<file path="config.mk">
export PLATFORM = sky130hd
export DESIGN_NAME = cl_frame_gen_flat
export DESIGN_NICKNAME = d
export VERILOG_FILES = /design/src/rtl/cl_frame_gen_pkg.sv /design/src/rtl/cl_frame_gen_if.sv /design/src/rtl/cl_frame_gen_pattern.sv /design/src/rtl/cl_frame_gen.sv /design/src/flat_wrapper.sv
export SDC_FILE = /design/constraint.sdc
export NUM_CORES = 1
export LEC_CHECK = 0
export CAP_MARGIN = 20
export CORE_MARGIN = 3
export CORE_UTILIZATION = 39
export CTS_CLUSTER_SIZE = 24
export DETAILED_ROUTE_END_ITERATION = 10
export PLACE_DENSITY_LB_ADDON = 0.1
export SLEW_MARGIN = 20
export SYNTH_ARGS = -nofsm -noshare
export SYNTH_HDL_FRONTEND = slang
export SYNTH_SLANG_ARGS = --single-unit
</file>
<file path="constraint.sdc">
create_clock -name cl_clk -period 2.3 [get_ports cl_clk]
set_input_delay 0.69 -clock cl_clk [delete_from_list [all_inputs] [get_ports cl_clk]]
set_output_delay 0.69 -clock cl_clk [all_outputs]
set_load 0.02 [all_outputs]
</file>
<file path="src/rtl/cl_frame_gen_pkg.sv">
// Shared constants, state encoding and the pixel-word formatter for the Camera Link source emulator.
package cl_frame_gen_pkg;

   localparam logic [11:0] CL_OP_STOP   = 12'h000;
   localparam logic [11:0] CL_OP_RUN    = 12'h001;
   localparam int          N_FRAME_SIZE = 20;
   localparam int          N_LINE_SIZE  = 12;
   localparam int          N_CLK_SIZE   = 10;
   localparam int          BLANK_SIZE   = 16;
   localparam int          CL_DATA_W    = 80;
   localparam logic [7:0]  CL_PAT_TAG   = 8'hA5;

   typedef enum logic [1:0] {
      ST_STANDBY = 2'd0,
      ST_VBLANK  = 2'd1,
      ST_HBLANK  = 2'd2,
      ST_ACTIVE  = 2'd3
   } gen_state_t;

   // Same layout is used by the capture-side checker to validate received words.
   function automatic logic [CL_DATA_W-1:0] cl_pattern(
      input logic [N_FRAME_SIZE-1:0] frame_idx,
      input logic [N_LINE_SIZE-1:0]  line,
      input logic [N_CLK_SIZE-1:0]   clk_cnt
   );
      return {CL_PAT_TAG, frame_idx, 4'h0, line, 6'h0, clk_cnt, ~frame_idx};
   endfunction

endpackage

</file>
<file path="src/rtl/cl_frame_gen_if.sv">
// PC message handshake plus Camera Link video outputs of the frame generator.
interface cl_frame_gen_if;
   import cl_frame_gen_pkg::*;

   logic                 pc_msg_pending;
   logic [31:0]          pc_msg;
   logic                 pc_msg_ack;
   logic                 cl_fval;
   logic                 cl_lval;
   logic [CL_DATA_W-1:0] cl_data;
   logic                 gen_busy;
   logic                 gen_done;

   modport master (
      output pc_msg_pending, pc_msg,
      input  pc_msg_ack, cl_fval, cl_lval, cl_data, gen_busy, gen_done
   );

   modport slave (
      input  pc_msg_pending, pc_msg,
      output pc_msg_ack, cl_fval, cl_lval, cl_data, gen_busy, gen_done
   );
endinterface

</file>
<file path="src/rtl/cl_frame_gen_pattern.sv">
// Registered formatter: turns (frame_idx, line, clk, lval) into the 80-bit self-checking pixel word.
module cl_frame_gen_pattern
   import cl_frame_gen_pkg::*;
(
   input  logic                    clk,
   input  logic                    reset,
   input  logic [N_FRAME_SIZE-1:0] frame_idx,
   input  logic [N_LINE_SIZE-1:0]  line,
   input  logic [N_CLK_SIZE-1:0]   clk_cnt,
   input  logic                    lval,
   output logic [CL_DATA_W-1:0]    data
);

   logic [CL_DATA_W-1:0] data_reg;

   always_ff @(posedge clk) begin
      if (reset) begin
         data_reg <= '0;
      end else begin
         data_reg <= lval ? cl_pattern(frame_idx, line, clk_cnt) : '0;
      end
   end

   assign data = data_reg;

endmodule

</file>
<file path="src/rtl/cl_frame_gen.sv">
// Camera Link source emulator: frame/line/pixel timing FSM, blank counters and PC message handshake.
module cl_frame_gen
   import cl_frame_gen_pkg::*;
#(
   parameter int N_LINE  = 4,
   parameter int N_CLK   = 8,
   parameter int H_BLANK = 2,
   parameter int V_BLANK = 3
) (
   input  logic           cl_clk,
   input  logic           reset,
   cl_frame_gen_if.slave  bus
);

   localparam logic [BLANK_SIZE-1:0]  V_LAST    = BLANK_SIZE'(V_BLANK - 1);
   localparam logic [BLANK_SIZE-1:0]  H_LAST    = BLANK_SIZE'(H_BLANK - 1);
   localparam logic [N_LINE_SIZE-1:0] LINE_LAST = N_LINE_SIZE'(N_LINE - 1);
   localparam logic [N_CLK_SIZE-1:0]  CLK_LAST  = N_CLK_SIZE'(N_CLK - 1);

   gen_state_t              state_reg, state_next;
   logic [BLANK_SIZE-1:0]   blank_reg, blank_next;
   logic [N_LINE_SIZE-1:0]  line_reg, line_next;
   logic [N_CLK_SIZE-1:0]   clk_reg, clk_next;
   logic [N_FRAME_SIZE-1:0] frame_left_reg, frame_left_next;
   logic [N_FRAME_SIZE-1:0] frame_idx_reg, frame_idx_next;
   logic ack_reg, ack_next;
   logic fval_reg, fval_next;
   logic lval_reg, lval_next;
   logic busy_reg, busy_next;
   logic done_reg, done_next;

   logic                    msg_take;
   logic [11:0]             opcode;
   logic [N_FRAME_SIZE-1:0] arg;

   // A message is taken only while no ack is outstanding, so each one is consumed once.
   assign msg_take = bus.pc_msg_pending && !ack_reg;
   assign opcode   = bus.pc_msg[31:20];
   assign arg      = bus.pc_msg[19:0];

   always_comb begin
      state_next      = state_reg;
      blank_next      = blank_reg;
      line_next       = line_reg;
      clk_next        = clk_reg;
      frame_left_next = frame_left_reg;
      frame_idx_next  = frame_idx_reg;
      done_next       = 1'b0;

      case (state_reg)
         ST_STANDBY: ;
         ST_VBLANK: begin
            if (blank_reg == V_LAST) begin
               state_next = ST_HBLANK;
               blank_next = '0;
               line_next  = '0;
            end else begin
               blank_next = blank_reg + 1'b1;
            end
         end
         ST_HBLANK: begin
            if (blank_reg == H_LAST) begin
               state_next = ST_ACTIVE;
               blank_next = '0;
               clk_next   = '0;
            end else begin
               blank_next = blank_reg + 1'b1;
            end
         end
         ST_ACTIVE: begin
            if (clk_reg == CLK_LAST) begin
               blank_next = '0;
               if (line_reg == LINE_LAST) begin
                  frame_left_next = frame_left_reg - 1'b1;
                  frame_idx_next  = frame_idx_reg + 1'b1;
                  if (frame_left_reg == N_FRAME_SIZE'(1)) begin
                     state_next = ST_STANDBY;
                     done_next  = 1'b1;
                  end else begin
                     state_next = ST_VBLANK;
                  end
               end else begin
                  line_next  = line_reg + 1'b1;
                  state_next = ST_HBLANK;
               end
            end else begin
               clk_next = clk_reg + 1'b1;
            end
         end
         default: state_next = ST_STANDBY;
      endcase

      // Messages override the timing sequence; STOP beats a coincident frame end.
      if (msg_take) begin
         if (opcode == CL_OP_STOP && state_reg != ST_STANDBY) begin
            state_next = ST_STANDBY;
            done_next  = 1'b0;
         end else if (opcode == CL_OP_RUN && state_reg == ST_STANDBY && arg != '0) begin
            state_next      = ST_VBLANK;
            frame_left_next = arg;
            frame_idx_next  = '0;
            blank_next      = '0;
            line_next       = '0;
            clk_next        = '0;
         end
      end

      ack_next  = msg_take;
      fval_next = (state_next == ST_HBLANK) || (state_next == ST_ACTIVE);
      lval_next = (state_next == ST_ACTIVE);
      busy_next = (state_next != ST_STANDBY);
   end

   always_ff @(posedge cl_clk) begin
      if (reset) begin
         state_reg      <= ST_STANDBY;
         blank_reg      <= '0;
         line_reg       <= '0;
         clk_reg        <= '0;
         frame_left_reg <= '0;
         frame_idx_reg  <= '0;
         ack_reg        <= 1'b0;
         fval_reg       <= 1'b0;
         lval_reg       <= 1'b0;
         busy_reg       <= 1'b0;
         done_reg       <= 1'b0;
      end else begin
         state_reg      <= state_next;
         blank_reg      <= blank_next;
         line_reg       <= line_next;
         clk_reg        <= clk_next;
         frame_left_reg <= frame_left_next;
         frame_idx_reg  <= frame_idx_next;
         ack_reg        <= ack_next;
         fval_reg       <= fval_next;
         lval_reg       <= lval_next;
         busy_reg       <= busy_next;
         done_reg       <= done_next;
      end
   end

   // Fed with next-state values so the word lands in the same cycle as its lval.
   cl_frame_gen_pattern u_pattern (
      .clk       (cl_clk),
      .reset     (reset),
      .frame_idx (frame_idx_next),
      .line      (line_next),
      .clk_cnt   (clk_next),
      .lval      (lval_next),
      .data      (bus.cl_data)
   );

   assign bus.pc_msg_ack = ack_reg;
   assign bus.cl_fval    = fval_reg;
   assign bus.cl_lval    = lval_reg;
   assign bus.gen_busy   = busy_reg;
   assign bus.gen_done   = done_reg;

endmodule

</file>
<file path="src/flat_wrapper.sv">
// flat-port wrapper written by rule: the top's interface ports become plain ports
module cl_frame_gen_flat import cl_frame_gen_pkg::*;
#(
   parameter int N_LINE  = 4,
   parameter int N_CLK   = 8,
   parameter int H_BLANK = 2,
   parameter int V_BLANK = 3
)
  (cl_clk, reset, bus_pc_msg_pending, bus_pc_msg, bus_pc_msg_ack, bus_cl_fval, bus_cl_lval, bus_cl_data, bus_gen_busy, bus_gen_done);
  cl_frame_gen_if bus_i ();
  input  logic cl_clk;
  input  logic reset;
  input wire logic [$bits(bus_i.pc_msg_pending)-1:0] bus_pc_msg_pending;
  input wire logic [$bits(bus_i.pc_msg)-1:0] bus_pc_msg;
  output wire logic [$bits(bus_i.pc_msg_ack)-1:0] bus_pc_msg_ack;
  output wire logic [$bits(bus_i.cl_fval)-1:0] bus_cl_fval;
  output wire logic [$bits(bus_i.cl_lval)-1:0] bus_cl_lval;
  output wire logic [$bits(bus_i.cl_data)-1:0] bus_cl_data;
  output wire logic [$bits(bus_i.gen_busy)-1:0] bus_gen_busy;
  output wire logic [$bits(bus_i.gen_done)-1:0] bus_gen_done;
  assign bus_i.pc_msg_pending = bus_pc_msg_pending;
  assign bus_i.pc_msg = bus_pc_msg;
  assign bus_pc_msg_ack = bus_i.pc_msg_ack;
  assign bus_cl_fval = bus_i.cl_fval;
  assign bus_cl_lval = bus_i.cl_lval;
  assign bus_cl_data = bus_i.cl_data;
  assign bus_gen_busy = bus_i.gen_busy;
  assign bus_gen_done = bus_i.gen_done;
  cl_frame_gen #(.N_LINE(N_LINE), .N_CLK(N_CLK), .H_BLANK(H_BLANK), .V_BLANK(V_BLANK)) u_core (.cl_clk(cl_clk), .reset(reset), .bus(bus_i));
endmodule
</file>
==> flow_summary.json, run 1 <==
{
  "fin_area_um2": 9530,
  "grt_pass1_wl_um": 27500,
  "first_pass_iters": 4,
  "ys.flop_type": "dfxtp_1",
  "numCtsBuffers": 17,
  "synthesis.area_um2": 6470,
  "ir_drop_v": 0.000508,
  "end_kind": "flip-flop",
  "routedWlPerCell_um": 14.8,
  "fin_crit_sh": 1.09,
  "insertion_delay_ns": 0.43,
  "mostFrequentLayoutCells": "144 x dfxtp_1, 127 x nor2_1, 105 x clkdlybuf4s50_1",
  "cp.required_ns": 2.60,
  "powerDensity_nw_per_um2": 562,
  "hold_viol": 0,
  "critPathKind": "reg -> reg",
  "crit_arrival_ns": 2.80,
  "antenna_found_initial": 0,
  "status": "finished with violations",
  "post-route-drc-count": 0,
  "cts-root-buf": "clkbuf_16",
  "ioPinCount": 120,
  "overflow": 0,
  "met2_length_um": 8440,
  "yosysTopAreaCell": "dfxtp_1",
  "timing.final.ws_setup_ns": -0.205,
  "cts_tree": "done",
  "async_flop_share": 0,
  "clk_pin_slew_worst_paths_ns": 0.06,
  "dpl.hpwl_um": 11900,
  "rsz0062_at_grt": "true",
  "fmax_ghz": 0.399,
  "ys.warnings.count": 0,
  "r2r_slack_ns": -0.21,
  "ys_ff_latch": 147,
  "die-area_um2": 18200,
  "endpoint": "u_core.u_pattern.data[4]",
  "drt-vias-per-instance": 5.04,
  "critPathLaunchType": "flip-flop",
  "p_leak_uw": 0.00356,
  "netlist_instances": 735,
  "routed_wirelength_um": 17200,
  "drive_above_1_share": 0.249,
  "synth.distinct_cells": 64,
  "cts_buffer_depth": 2,
  "clock_skew_ns": 0.00808,
  "r2r_cells": 7,
  "crit_start": "u_core.frame_left_reg[10]",
  "nets": 971,
  "die_w_um": 135,
  "vias": 5836,
  "core_um2": 16100,
  "nFillCells": 1363,
  "grt_pass1_vias": 5707,
  "wl_met1_um": 7790,
  "maxCapViolations": 0,
  "ant_nets": 0,
  "slowest_stage": "or4_4",
  "synth-seq-area-share": 0.455,
  "port_buffers": 105,
  "yosys.area.top_type_share": 0.455,
  "failed_checks": "negative setup slack",
  "final_max_slew_viol_count": 0,
  "synthTopCellsByArea": "dfxtp_1 45%, nor2_1 7.6%, xnor2_1 4.9%, a21oi_1 3.5%, xor2_1 2.8%",
  "area_growth_pct": 47.3,
  "finalSetupViolCount": 78,
  "cpMostUsedCell": "or4_4",
  "grt_max_degree": 32,
  "initialDrtViolationCount": 261,
  "place.gp.congestion": 0.831,
  "reg2reg_from": "u_core.frame_left_reg[10]",
  "syn_area_per_cell_um2": 8.81,
  "met3_length_um": 684,
  "rows": 46,
  "tns_ns": -11.08,
  "die_y_um": 135,
  "hp-class": "reg -> reg",
  "multi_input_area_um2": 3710,
  "final_common_cell": "dfxtp_1",
  "synth_edf_count": 0,
  "path_cells": "or4_4 -> or4_4 -> o41ai_4 -> o211a_1 -> nand2b_4 -> buf_12 -> a21oi_1",
  "crit_fanout": 24,
  "dr.max_layer_used": "met4",
  "grt_usage": 0.186,
  "place_area_um2": 8370,
  "initial_core_util": 0.403,
  "cts_sinks": 147,
  "num_antenna_cells": 0,
  "htree_levels": 4,
  "max_stage_delay_ns": 0.58,
  "fin_crit_ns": 2.51,
  "reg2reg_to": "u_core.u_pattern.data[4]",
  "largest_reg_flops": 63,
  "ctsHoldBuffers": 0,
  "seq_area_um2": 2950,
  "hold_start": "u_core.blank_reg[0]"
}
==> timing repair <==
item,in CTS,in global routing
gates cloned,0,0
setup endpoints to repair,88,131
resized for setup,35,56
pin swaps,7,20
endpoints found under the hold margin,0,0
buffers inserted,3,9
==> cells in the mapped netlist (17+ instances only) <==
library cell / count
dfxtp_1: 147
nor2_1: 131
a21oi_1: 45
nand2_1: 37
xnor2_1: 36
nand3_1: 29
nor3_1: 25
clkbuf_1: 23
nor4_1: 22
xor2_1: 21
a211oi_1: 20
buf_4: 19
o21ai_0: 17
==> worst max-delay path, delay by kind of cell, from the launching register on <==
| kind | cells | cell delay, ns |
|---|---|---|
| and+or+nand+nor | 3 | 1.31 |
| AOI/OAI and AO/OA | 3 | 0.57 |
| DFF | 1 | 0.32 |
| buffers and inverters | 1 | 0.17 |
==> stage by stage <==
| stage | util | worst slack, ns | total power [uW] | hold slack [ns] | instances |
|---|---|---|---|---|---|
| finish | 0.594 | -0.205 | 5360 | 0.496 | 1157 |
| global route | 0.594 | -0.278 | 5530 | 0.520 | 1157 |
| CTS | 0.572 | -0.196 | 5420 | 0.495 | 1148 |
| detailed placement | 0.521 | -0.411 | 2750 | 0.483 | 1113 |
| global placement | 0.521 | -0.401 | 2750 | 0.477 | 1113 |
| floorplan | - | -0.0523 | 2670 | 0.465 | 748 |
==> logic make-up (layout without fill, tap and decap cells) <==
family,count (synthesis),after routing,synth area share
other cells,1,14,0.000579
buf+inv,60,253,0.0560
mux,5,5,0.00812
simple gates,337,337,0.269
compound gates,120,120,0.119
flops,147,147,0.455
xor+xnor,57,57,0.0771
fa+ha+maj,8,8,0.0155
==> report_power, final <==
group / switching, uW / internal [uW]
Clock: 1190 / 1480
Combinational: 71.8 / 80.9
Sequential: 0.483 / 2550
Total: 1260 / 4100
==> layout make-up <==
type / instances / area share
clock buffer: 19 / 0.0475
clock inverter: 13 / 0.0122
inverter: 10 / 0.00394
multi-input combinational: 541 / 0.390
sequential: 147 / 0.309
tap: 216 / 0.0284
timing repair buffer: 211 / 0.209
==> layer usage <==
layer | global-route usage | vias to the layer above
met5 | 0 | -
met4 | 0.0650 | 0
met3 | 0.0391 | 18
met2 | 0.305 | 119
met1 | 0.243 | 2759
li1 | - | 2940
==> how the worst min path moves through the flow <==
stage / end / depth (start not counted)
final: u_core.blank_reg[0] / 1
after global routing: u_core.blank_reg[0] / 1
after CTS: u_core.blank_reg[0] / 1
after detailed placement: u_core.blank_reg[0] / 1
after global placement: u_core.blank_reg[0] / 1
after floorplan: u_core.blank_reg[8] / 2
(Power assumes the default switching activity.)
==> inputs of run 2 (changes only) <==
Settings changed: PLACE_DENSITY set to 0.63, PLACE_DENSITY_LB_ADDON 0.1 to unset.
==> run 2 against run 1 <==
The flow still finishes with violations (negative setup slack). Sequential share of layout area fell by 0.31 points. Fmax rose by 2.3%. Clock skew grew 0.0016 ns. Count of clock-buffer cells in the layout decreased by 1. Hold slack gained 0.018 ns. Critical path type unchanged. Largest cell class unchanged. Largest power group unchanged.
==> flow_summary.json, run 2 (synthesized netlist as in run 1, its figures left out) <==
{
  "status": "finished with violations",
  "failed_checks": "negative setup slack",
  "antenna_found_initial": 0,
  "cts_buffer_depth": 2,
  "initialDrtViolationCount": 341,
  "seqPwrFrac": 0.444,
  "max_stage_delay_ns": 0.59,
  "overflow": 0,
  "multi_input_area_um2": 3700,
  "drive_above_1_share": 0.256,
  "p_clk_frac": 0.528,
  "reg2reg_from": "u_core.frame_left_reg[10]",
  "cts_tree": "done",
  "r2r_cells": 7,
  "path_cells": "or4_4 -> or4_4 -> o41ai_4 -> o211a_1 -> nand2b_4 -> buf_12 -> a21oi_1",
  "fin_crit_ns": 2.45,
  "p_comb_frac": 0.028,
  "cts-root-buf": "clkbuf_16",
  "port_buffers": 105,
  "finalSetupViolCount": 70,
  "clk_pin_slew_worst_paths_ns": 0.06,
  "routed_wirelength_um": 17400,
  "first_pass_iters": 5,
  "cp_top_family": "simple AND/OR/NAND/NOR gates",
  "fmax_ghz": 0.408,
  "ir_drop_v": 0.000530,
  "crit_arrival_ns": 2.76,
  "die_y_um": 135,
  "grt_usage": 0.190,
  "tightest_slew_ns": 0.494,
  "fin_crit_sh": 1.06,
  "intPower_uw": 4520,
  "cts_sinks": 147,
  "met2_length_um": 8580,
  "htree_levels": 4,
  "grt_pass1_wl_um": 28100,
  "end_kind": "flip-flop",
  "hold_viol": 0,
  "die-area_um2": 18200,
  "final_max_slew_viol_count": 0,
  "r2r_slack_ns": -0.15,
  "clock_skew_ns": 0.00965,
  "initial_core_util": 0.403,
  "post-route-drc-count": 0,
  "critPathLaunchType": "flip-flop",
  "drt-vias-per-instance": 5.07,
  "rows": 46,
  "mostFrequentLayoutCells": "142 x dfxtp_1, 129 x nor2_1, 105 x clkdlybuf4s50_1",
  "numCtsBuffers": 17,
  "hp-class": "reg -> reg",
  "grt_max_degree": 29,
  "crit_cells": 7,
  "area_growth_pct": 48.9,
  "relSlewSlack": 0.668,
  "ioPinCount": 120,
  "ant_nets": 0,
  "dr.max_layer_used": "met4",
  "dpl.hpwl_um": 12300,
  "routedWlPerCell_um": 14.9,
  "num_antenna_cells": 0,
  "p_sw_frac": 0.213,
  "reg2reg_to": "u_core.u_pattern.data[18]",
  "post-place-ws_ns": -0.427,
  "final_common_cell": "dfxtp_1",
  "critPathKind": "reg -> reg",
  "insertion_delay_ns": 0.42,
  "core_um2": 16100,
  "p_leak_uw": 0.00360,
  "nFillCells": 1330,
  "vias": 5901,
  "nets": 978,
  "place_area_um2": 8470,
  "endpoint": "u_core.u_pattern.data[18]",
  "powerDensity_nw_per_um2": 595,
  "slowest_stage": "or4_4",
  "met3_length_um": 648,
  "largest_reg_flops": 63,
  "p_sw_uw": 1220,
  "timing.final.ws_setup_ns": -0.148,
  "place.gp.congestion": 0.838,
  "cp.required_ns": 2.61,
  "seq_area_um2": 2950,
  "grt_pass1_vias": 5790,
  "cp_num_buf_inv": 1,
  "rsz0062_at_grt": "true",
  "fin_area_um2": 9640,
  "tns_ns": -7.48,
  "crit_start": "u_core.frame_left_reg[10]",
  "die_w_um": 135,
  "maxCapViolations": 0,
  "cpMostUsedCell": "or4_4",
  "wl_met1_um": 7780,
  "crit_fanout": 28
}
-- run 2: worst min-delay path by stage --
| stage | from | to | cells after the start |
|---|---|---|---|
| floorplan | u_core.blank_reg[8] | u_core.blank_reg[8] | 2 |
| global placement | u_core.blank_reg[8] | u_core.blank_reg[8] | 2 |
| detailed placement | u_core.blank_reg[8] | u_core.blank_reg[8] | 2 |
| CTS | u_core.blank_reg[8] | u_core.blank_reg[8] | 2 |
| global route | u_core.blank_reg[8] | u_core.blank_reg[8] | 2 |
| finish | u_core.blank_reg[15] | u_core.blank_reg[15] | 2 |
-- run 2: stage by stage --
stage	cells	power, uW	utilization	hold slack [ns]
floorplan	748	2670	-	0.465
global placement	1125	2760	0.528	0.475
detailed placement	1125	2760	0.528	0.496
CTS	1160	5800	0.578	0.504
global route	1164	5910	0.600	0.552
finish	1164	5740	0.600	0.513
-- run 2: metal layers --
| layer | GRT usage | vias up |
|---|---|---|
| li1 | - | 2952 |
| met5 | 0 | - |
| met2 | 0.312 | 118 |
| met1 | 0.251 | 2804 |
| met4 | 0.0628 | 0 |
| met3 | 0.0376 | 27 |
-- run 2: worst min-delay path: cells and delay by family, from the launching register on --
family,cells,cell delay [ns]
and+or+nand+nor,1,0.07
DFF,1,0.34
AOI/OAI and AO/OA,1,0.06
-- run 2: what timing repair did --
item | 4_1_cts | 5_1_grt
gates cloned | 0 | 0
gates resized for setup | 26 | 59
buffers inserted | 3 | 4
pin swaps | 10 | 25
hold buffers | 0 | 0
endpoints found under the setup margin | 87 | 126
-- run 2: power groups by stage --
| stage | combinational (uW) | clock (uW) | sequential, uW |
|---|---|---|---|
| 2_1_floorplan | 66.5 | 0 | 2610 |
| 3_3_place_gp | 155 | 0 | 2600 |
| 3_5_place_dp | 156 | 0 | 2600 |
| 4_1_cts | 157 | 3090 | 2550 |
| 5_1_grt | 173 | 3190 | 2550 |
| 6_report | 163 | 3030 | 2550 |
-- run 2: layout make-up --
type | instances | share of cell area
clock buffers | 18 | 0.0456
clock inverters | 14 | 0.0222
inverters | 10 | 0.00389
multi-input cells | 541 | 0.384
flip-flops and latches | 147 | 0.306
well taps | 216 | 0.0280
repair buffers | 218 | 0.211
